$ cat src/rtl/fft_gen_pkg.sv
// Shared types and constants for the synthetic FFT frame source (fft_frame_gen).
package fft_gen_pkg;
    localparam int BIN_W            = 16;
    localparam int AMP_W_MAX        = 31;
    localparam int DEFAULT_BIN_STEP = 200;

    // Fibonacci taps for x^16+x^14+x^13+x^11+1 (state bits 15,13,12,10)
    localparam logic [15:0] LFSR_TAPS = 16'hB400;
    localparam logic [15:0] LFSR_SEED = 16'hACE1;

    typedef enum logic [1:0] {
        QUAD_POS_RE = 2'd0,
        QUAD_POS_IM = 2'd1,
        QUAD_NEG_RE = 2'd2,
        QUAD_NEG_IM = 2'd3
    } quad_t;

    typedef struct packed {
        logic [BIN_W-1:0]     bin;
        logic [AMP_W_MAX-1:0] amp;
        quad_t                quad;
    } peak_cfg_t;

    function automatic logic [BIN_W-1:0] default_bin(input int slot);
        return BIN_W'(DEFAULT_BIN_STEP * (slot + 1));
    endfunction
endpackage

$ cat src/rtl/fft_frame_gen_lfsr16.sv
// 16-bit Fibonacci LFSR feeding the noisy floor of fft_frame_gen.
// Only elaborated when FFT_GEN_NOISE_EN is defined.
`ifdef FFT_GEN_NOISE_EN
module lfsr16
    import fft_gen_pkg::*;
(
    input  logic        clk,
    input  logic        reset,
    input  logic        enable,
    output logic [15:0] state
);
    always_ff @(posedge clk) begin
        if (reset) begin
            state <= LFSR_SEED;
        end else if (enable) begin
            state <= {state[14:0], ^(state & LFSR_TAPS)};
        end
    end
endmodule
`endif

$ cat src/rtl/fft_frame_gen.sv
// Synthetic FFT frame source: BATCH_SIZE bins per frame with NPEAKS peak slots over a floor.
// Define FFT_GEN_NOISE_EN to add LFSR noise to floor bins.
module fft_frame_gen
    import fft_gen_pkg::*;
#(
    parameter int BATCH_SIZE = 1024,
    parameter int DATA_WIDTH = 16,
    parameter int NPEAKS     = 4,
    parameter int GAP_CYCLES = 8
) (
    input  logic                         clk,
    input  logic                         reset,
    input  logic                         start,
    input  logic                         continuous,
    input  logic                         cfg_we,
    input  logic [$clog2(NPEAKS)-1:0]    cfg_idx,
    input  logic [15:0]                  cfg_bin,
    input  logic [DATA_WIDTH-2:0]        cfg_amp,
    input  logic [1:0]                   cfg_quad,
    input  logic [DATA_WIDTH-2:0]        cfg_floor,
    output logic                         source_sop,
    output logic                         source_eop,
    output logic                         source_valid,
    output logic signed [DATA_WIDTH-1:0] source_re,
    output logic signed [DATA_WIDTH-1:0] source_im,
    output logic                         busy,
    output logic [15:0]                  frame_count
);
    localparam int IDX_W = $clog2(NPEAKS);
    localparam int CNT_W = $clog2(BATCH_SIZE);
    localparam int GAP_W = $clog2(GAP_CYCLES + 1);
    localparam logic [CNT_W-1:0] LAST_BIN  = CNT_W'(BATCH_SIZE - 1);
    localparam logic [GAP_W-1:0] LAST_GAP  = GAP_W'(GAP_CYCLES - 1);
    localparam logic [BIN_W:0]   BIN_LIMIT = (BIN_W + 1)'(BATCH_SIZE);

    typedef enum logic [1:0] {IDLE, FRAME, GAP} state_t;

    state_t                       state;
    logic [CNT_W-1:0]             bin_cnt;
    logic [GAP_W-1:0]             gap_cnt;
    peak_cfg_t                    stage  [NPEAKS];
    peak_cfg_t                    active [NPEAKS];
    peak_cfg_t                    sel    [NPEAKS];
    logic [DATA_WIDTH-2:0]        stage_floor, active_floor, sel_floor;

    logic                         load;
    logic [CNT_W-1:0]             nxt_bin;
    logic [BIN_W:0]               key, slot_v;
    logic                         hit_c, hit_s;
    logic [DATA_WIDTH-2:0]        amp_c, amp_s, pk_amp;
    quad_t                        quad_c, quad_s, pk_quad;
    logic signed [DATA_WIDTH-1:0] mag, floor_re, floor_im, nxt_re, nxt_im;

    always_ff @(posedge clk) begin
        if (reset) begin
            for (int i = 0; i < NPEAKS; i++) begin
                stage[i] <= '{bin: default_bin(i), amp: '0, quad: QUAD_POS_RE};
            end
            stage_floor <= '0;
        end else begin
            stage_floor <= cfg_floor;
            if (cfg_we) begin
                stage[cfg_idx] <= '{bin: cfg_bin, amp: AMP_W_MAX'(cfg_amp), quad: quad_t'(cfg_quad)};
            end
        end
    end

    // On a frame-start edge the first bin is built from staging, since active is only loaded on that edge
    always_comb begin
        load    = (state == IDLE && start) ||
                  (state == GAP && gap_cnt == LAST_GAP && continuous);
        nxt_bin = load ? '0 : bin_cnt + 1'b1;
        for (int i = 0; i < NPEAKS; i++) begin
            sel[i] = load ? stage[i] : active[i];
        end
        sel_floor = load ? stage_floor : active_floor;
    end

    // Descending scan so the lowest-index matching slot wins
    always_comb begin
        key    = (BIN_W + 1)'(nxt_bin);
        slot_v = '0;
        hit_c  = 1'b0;
        hit_s  = 1'b0;
        amp_c  = '0;
        amp_s  = '0;
        quad_c = QUAD_POS_RE;
        quad_s = QUAD_POS_RE;
        for (int i = NPEAKS - 1; i >= 0; i--) begin
            slot_v = {1'b0, sel[i].bin};
            if (sel[i].amp != '0) begin
                if (slot_v == key) begin
                    hit_c  = 1'b1;
                    amp_c  = sel[i].amp[DATA_WIDTH-2:0];
                    quad_c = sel[i].quad;
                end
                if (slot_v < BIN_LIMIT && (slot_v == key + 1'b1 || slot_v + 1'b1 == key)) begin
                    hit_s  = 1'b1;
                    amp_s  = sel[i].amp[DATA_WIDTH-2:0];
                    quad_s = sel[i].quad;
                end
            end
        end
        pk_amp  = hit_c ? amp_c : (amp_s >> 1);
        pk_quad = hit_c ? quad_c : quad_s;
    end

`ifdef FFT_GEN_NOISE_EN
    logic [15:0] lfsr_state;
    logic        unused_lfsr_hi;

    lfsr16 u_lfsr (
        .clk    (clk),
        .reset  (reset),
        .enable (source_valid),
        .state  (lfsr_state)
    );

    assign unused_lfsr_hi = ^lfsr_state[15:8];

    function automatic logic signed [DATA_WIDTH-1:0] sat_dw(input logic signed [DATA_WIDTH:0] x);
        if (x > $signed({2'b00, {(DATA_WIDTH-1){1'b1}}})) begin
            return {1'b0, {(DATA_WIDTH-1){1'b1}}};
        end else if (x < $signed({2'b11, {(DATA_WIDTH-1){1'b0}}})) begin
            return {1'b1, {(DATA_WIDTH-1){1'b0}}};
        end
        return x[DATA_WIDTH-1:0];
    endfunction

    always_comb begin
        floor_re = sat_dw($signed({2'b00, sel_floor}) +
                          $signed((DATA_WIDTH + 1)'(lfsr_state[3:0])) -
                          $signed((DATA_WIDTH + 1)'(8)));
        floor_im = DATA_WIDTH'($signed({1'b0, lfsr_state[7:4]}) - 5'sd8);
    end
`else
    assign floor_re = $signed({1'b0, sel_floor});
    assign floor_im = '0;
`endif

    always_comb begin
        mag    = $signed({1'b0, pk_amp});
        nxt_re = floor_re;
        nxt_im = floor_im;
        if (hit_c || hit_s) begin
            nxt_re = '0;
            nxt_im = '0;
            case (pk_quad)
                QUAD_POS_RE: nxt_re = mag;
                QUAD_POS_IM: nxt_im = mag;
                QUAD_NEG_RE: nxt_re = -mag;
                default:     nxt_im = -mag;
            endcase
        end
    end

    // Output register stage
    always_ff @(posedge clk) begin
        if (reset) begin
            state        <= IDLE;
            bin_cnt      <= '0;
            gap_cnt      <= '0;
            source_sop   <= 1'b0;
            source_eop   <= 1'b0;
            source_valid <= 1'b0;
            source_re    <= '0;
            source_im    <= '0;
            busy         <= 1'b0;
            frame_count  <= '0;
        end else begin
            source_sop <= 1'b0;
            source_eop <= 1'b0;
            if (load) begin
                state        <= FRAME;
                bin_cnt      <= '0;
                busy         <= 1'b1;
                source_sop   <= 1'b1;
                source_valid <= 1'b1;
                source_re    <= nxt_re;
                source_im    <= nxt_im;
                active       <= stage;
                active_floor <= stage_floor;
            end else begin
                case (state)
                    FRAME: begin
                        if (bin_cnt == LAST_BIN) begin
                            state        <= GAP;
                            gap_cnt      <= '0;
                            source_valid <= 1'b0;
                            frame_count  <= frame_count + 16'd1;
                        end else begin
                            bin_cnt    <= nxt_bin;
                            source_eop <= (nxt_bin == LAST_BIN);
                            source_re  <= nxt_re;
                            source_im  <= nxt_im;
                        end
                    end
                    GAP: begin
                        if (gap_cnt == LAST_GAP) begin
                            state <= IDLE;
                            busy  <= 1'b0;
                        end else begin
                            gap_cnt <= gap_cnt + 1'b1;
                        end
                    end
                    default: ;
                endcase
            end
        end
    end
endmodule

$ cat config.mk
export PLATFORM = sky130hd
export DESIGN_NAME = fft_frame_gen
export DESIGN_NICKNAME = d
export VERILOG_FILES = /design/src/rtl/fft_gen_pkg.sv /design/src/rtl/fft_frame_gen_lfsr16.sv /design/src/rtl/fft_frame_gen.sv
export SDC_FILE = /design/constraint.sdc
export NUM_CORES = 1
export LEC_CHECK = 0
export CAP_MARGIN = 20
export CORE_MARGIN = 4
export CORE_UTILIZATION = 60
export CTS_CLUSTER_SIZE = 28
export DETAILED_ROUTE_END_ITERATION = 8
export PLACE_DENSITY = 0.82
export REMOVE_ABC_BUFFERS = 1
export SETUP_SLACK_MARGIN = 0.05
export SLEW_MARGIN = 10
export SYNTH_ARGS = -nofsm -noshare
export SYNTH_HDL_FRONTEND = slang
export SYNTH_SLANG_ARGS = --single-unit
$ cat constraint.sdc
create_clock -name clk -period 34.5 [get_ports clk]
set_clock_uncertainty 0.1 [all_clocks]
set_input_delay 6.9 -clock clk [delete_from_list [all_inputs] [get_ports clk]]
set_output_delay 6.9 -clock clk [all_outputs]
set_load 0.02 [all_outputs]
==> key figures <==
Layout
  • Post-route cell area: between 20,000 and 25,000 µm²
  • Finished Layout Cells: approximately 3,000
  • Most common cell after layout, fill and taps aside: nand2_1
  • Commonest non-fill, non-tap cells in the layout: nand2_1, dfxtp_1, a21oi_1
  • Core Util, Final: about two thirds
  • Share of cells above drive strength 1: under 10%
  • Area of the multi-input gates: ~12,000 µm²
  • Nets@finish: 2,632
  • Syn-to-layout area delta: 11.5%
  • Fillers: 2,781
  • Reg area: around 8700 µm²

Power and ir drop
  • Peak supply drop: ~63 µV
  • PwrDens: just under 50 nW/µm²
  • NetSw: ~0.00038 W
  • Clk pwr share: 36.6%
  • Pint: 0.000809 W
  • Sw frac: a little under a third
  • Share of power burned in registers: 42.3%
  • Leakage power: 8.72 nW
  • Comb power frac: 21.1%

Setup path
  • Critical Path AT: between 10 and 15 ns
  • Slowest-stage cell, CP: buf_12
  • Setup CP Type: in2reg
  • Worst Reg2Reg Path Length in Cells: 27
  • Critical Path Fanout Max: about 150
  • Critical Path Start Type: input port
  • Crit path largest cell delay: around 0.70 ns
  • Req. time, crit path: roughly 35 ns
  • Critical path capture point type: register

Yosys
  • Primary FF master, synth: dfxtp_1
  • Ys async rst share: 0%
  • Flops & latches, synth: about 360
  • Post-synth EDFFs: ~150
  • Post-synthesis instance area: between 20,000 and 25,000 µm²
  • Distinct cells, synth: approximately 110
  • Ys Warns: 0
  • Post-Synthesis Cells: ~2,600
  • Syn Area/Cell: 8.53 µm²
  • Seq/Total Area, Yosys: 40.0%

Outcome
  • Run status: complete, no violations

Die
  • Total core area: 35,700 µm²
  • I/O pin cnt: roughly 110
  • # rows: 69
  • Initial Utilization: 61.0%
  • Chip height: roughly 200 µm
  • Die area: approximately 39,000 µm²
  • Die W: around 200 µm

Global routing
  • Total track usage: around two fifths
  • Largest net degree at the start of global routing: 146
  • First-pass GRT wire length: 119 mm
  • Initial antenna violation count: 1
  • Vias in the first global route: 19,700
  • Total grt overflow: 0

Worst hold path
  • Hold path depth: 2
  • HP Class: reg2reg

Clock tree
  • Htree depth: 2
  • Number of buffers created by CTS: 39
  • CTS tree: yes
  • Hold-fix buffers, CTS: 0
  • Worst-Skew Late Latency: approximately 0.59 ns
  • CTS max path bufs: 3
  • Clock slew at reported path FFs: 0.06 ns
  • Post-cts sizing count: 0
  • Clk sink count: 362
  • # Post-CTS Setup Buffers: 0
  • Clock root buffer: clkbuf_16

Timing
  • RSZ-0062 raised after global routing: false
  • Worst-Margin Slew: around 1.2 ns
  • Final setup violation count: 0
  • Final Max Tran Viols: 0
  • Worst rel slew slack: about 22%
  • Setup TNS: 0 ns
  • Max Freq: ~0.07 GHz
  • Fin crit share: 41.1%
  • Final hold vios: 0
  • Final min period: about 14 ns

Place
  • DP Area: 23,000 µm²
  • I/O Buffers: about 110
  • Placer Congestion: 1.04
  • Hpwl dp: 56.9 mm
  • Post-Place Cells: 2,984

Detailed routing
  • Vias: between 20,000 and 25,000
  • Initial DRC Count: around 2,700
  • Antenna-violating nets left: 0
  • WL final: 79.0 mm
  • Pre-antenna DRT Iters: 6
  • Routed WL per cell: 25.9 µm
  • Via density per instance: ~7
  • DRC viols: 0

Flow run
  • Max-Cap Viols: 0
-- cell usage after synthesis (15+ instances only) --
master	n	area share, %
or3_1	16	0.46
mux2_2	16	0.83
a22oi_1	15	0.52
nand3_1	106	2.4
o211ai_1	15	0.52
nor2_1	177	3.0
inv_1	30	0.52
dfxtp_1	215	20
and3_1	33	0.95
and2_1	15	0.43
nand2_1	530	9.1
a21oi_1	195	4.5
xor2_1	72	2.9
mux2i_1	111	5.1
clkbuf_1	108	1.9
nor3_1	70	1.6
nand4_1	60	1.7
o21ai_0	49	1.1
buf_2	31	0.71
a31oi_1	26	0.75
buf_4	18	0.62
nor2b_1	23	0.66
xnor3_1	16	1.7
edfxtp_1	147	20
a211oi_1	33	1.1
nor4_1	51	1.5
xnor2_1	67	2.7
-- final timing paths --
path / from / end / slack, ns
worst min-delay path: source_im[2]$_SDFFE_PP0P_ / source_im[2]$_SDFFE_PP0P_ / 0.36
worst max-delay path: start / source_im[12]$_SDFFE_PP0P_ / 20.33
worst max register to register: state[0]$_SDFFE_PP0P_ / source_im[12]$_SDFFE_PP0P_ / 26.27
worst min register to register: source_im[2]$_SDFFE_PP0P_ / source_im[2]$_SDFFE_PP0P_ / 0.36
-- metal layers --
metal  routed length (µm)  vias to the layer above  global-route usage (%)
met5                    0                        -                       0
li1                     -                     9348                       -
met1                32400                    10100                    56.3
met2                34300                     1393                    58.4
met3                 9780                      194                    10.2
met4                 2560                        0                    11.5
-- critical path: cells and delay by family --
kind | cells | cell delay [ns]
compound gates | 5 | 1.31
fa+ha+maj | 2 | 0.52
buf+inv | 5 | 2.03
mux | 3 | 0.92
simple gates | 11 | 2.77
-- final cells by class --
| class | count | area share [%] |
|---|---|---|
| Clock buffer | 50 | 4.52 |
| Tap cell | 461 | 2.37 |
| Multi-Input combinational cell | 1999 | 50.6 |
| Antenna cell | 2 | 0.0206 |
| Sequential cell | 362 | 35.9 |
| Inverter | 30 | 0.463 |
| Clock inverter | 21 | 0.926 |
| Timing Repair Buffer | 132 | 5.22 |
-- kinds of logic (layout without fill, tap and decap cells) --
logic type,after synthesis,after routing,share of synthesized area (%)
simple gates,1177,1177,25.7
mux,130,130,6.14
other cells,0,2,0
flops,362,362,40.0
buf+inv,195,233,3.84
xor+xnor,157,157,7.38
compound gates,522,522,16.2
fa+ha+maj,13,13,0.746
-- metrics by stage --
| step | hold WS (ns) | total power [W] | setup WS (ns) |
|---|---|---|---|
| after floorplan | 0.329 | 0.000687 | -2.53 |
| after global placement | 0.341 | 0.000744 | 20.13 |
| after detailed placement | 0.342 | 0.000748 | 19.91 |
| after CTS | 0.360 | 0.00118 | 20.45 |
| after global routing | 0.371 | 0.00122 | 19.88 |
| final | 0.363 | 0.00118 | 20.33 |
-- power by group through the flow --
stage	Clock (W)	Combinational, W	Sequential (W)
2_1_floorplan	0	0.000175	0.000512
3_3_place_gp	0	0.000236	0.000508
3_5_place_dp	0	0.000240	0.000509
4_1_cts	0.000434	0.000241	0.000500
5_1_grt	0.000451	0.000263	0.000504
6_report	0.000434	0.000249	0.000501
-- flip-flops by register name, summed over array words and instances, names as in the netlist --
register / count
source_sop: 1
busy: 1
gap_cnt: 4
bin_cnt: 10
stage_floor: 15
source_re: 16
source_valid: 1
source_im: 16
frame_count: 16
state: 2
active_floor: 15
active: 132
source_eop: 1
stage: 132
Note: power is estimated with default switching activity, not from simulation.
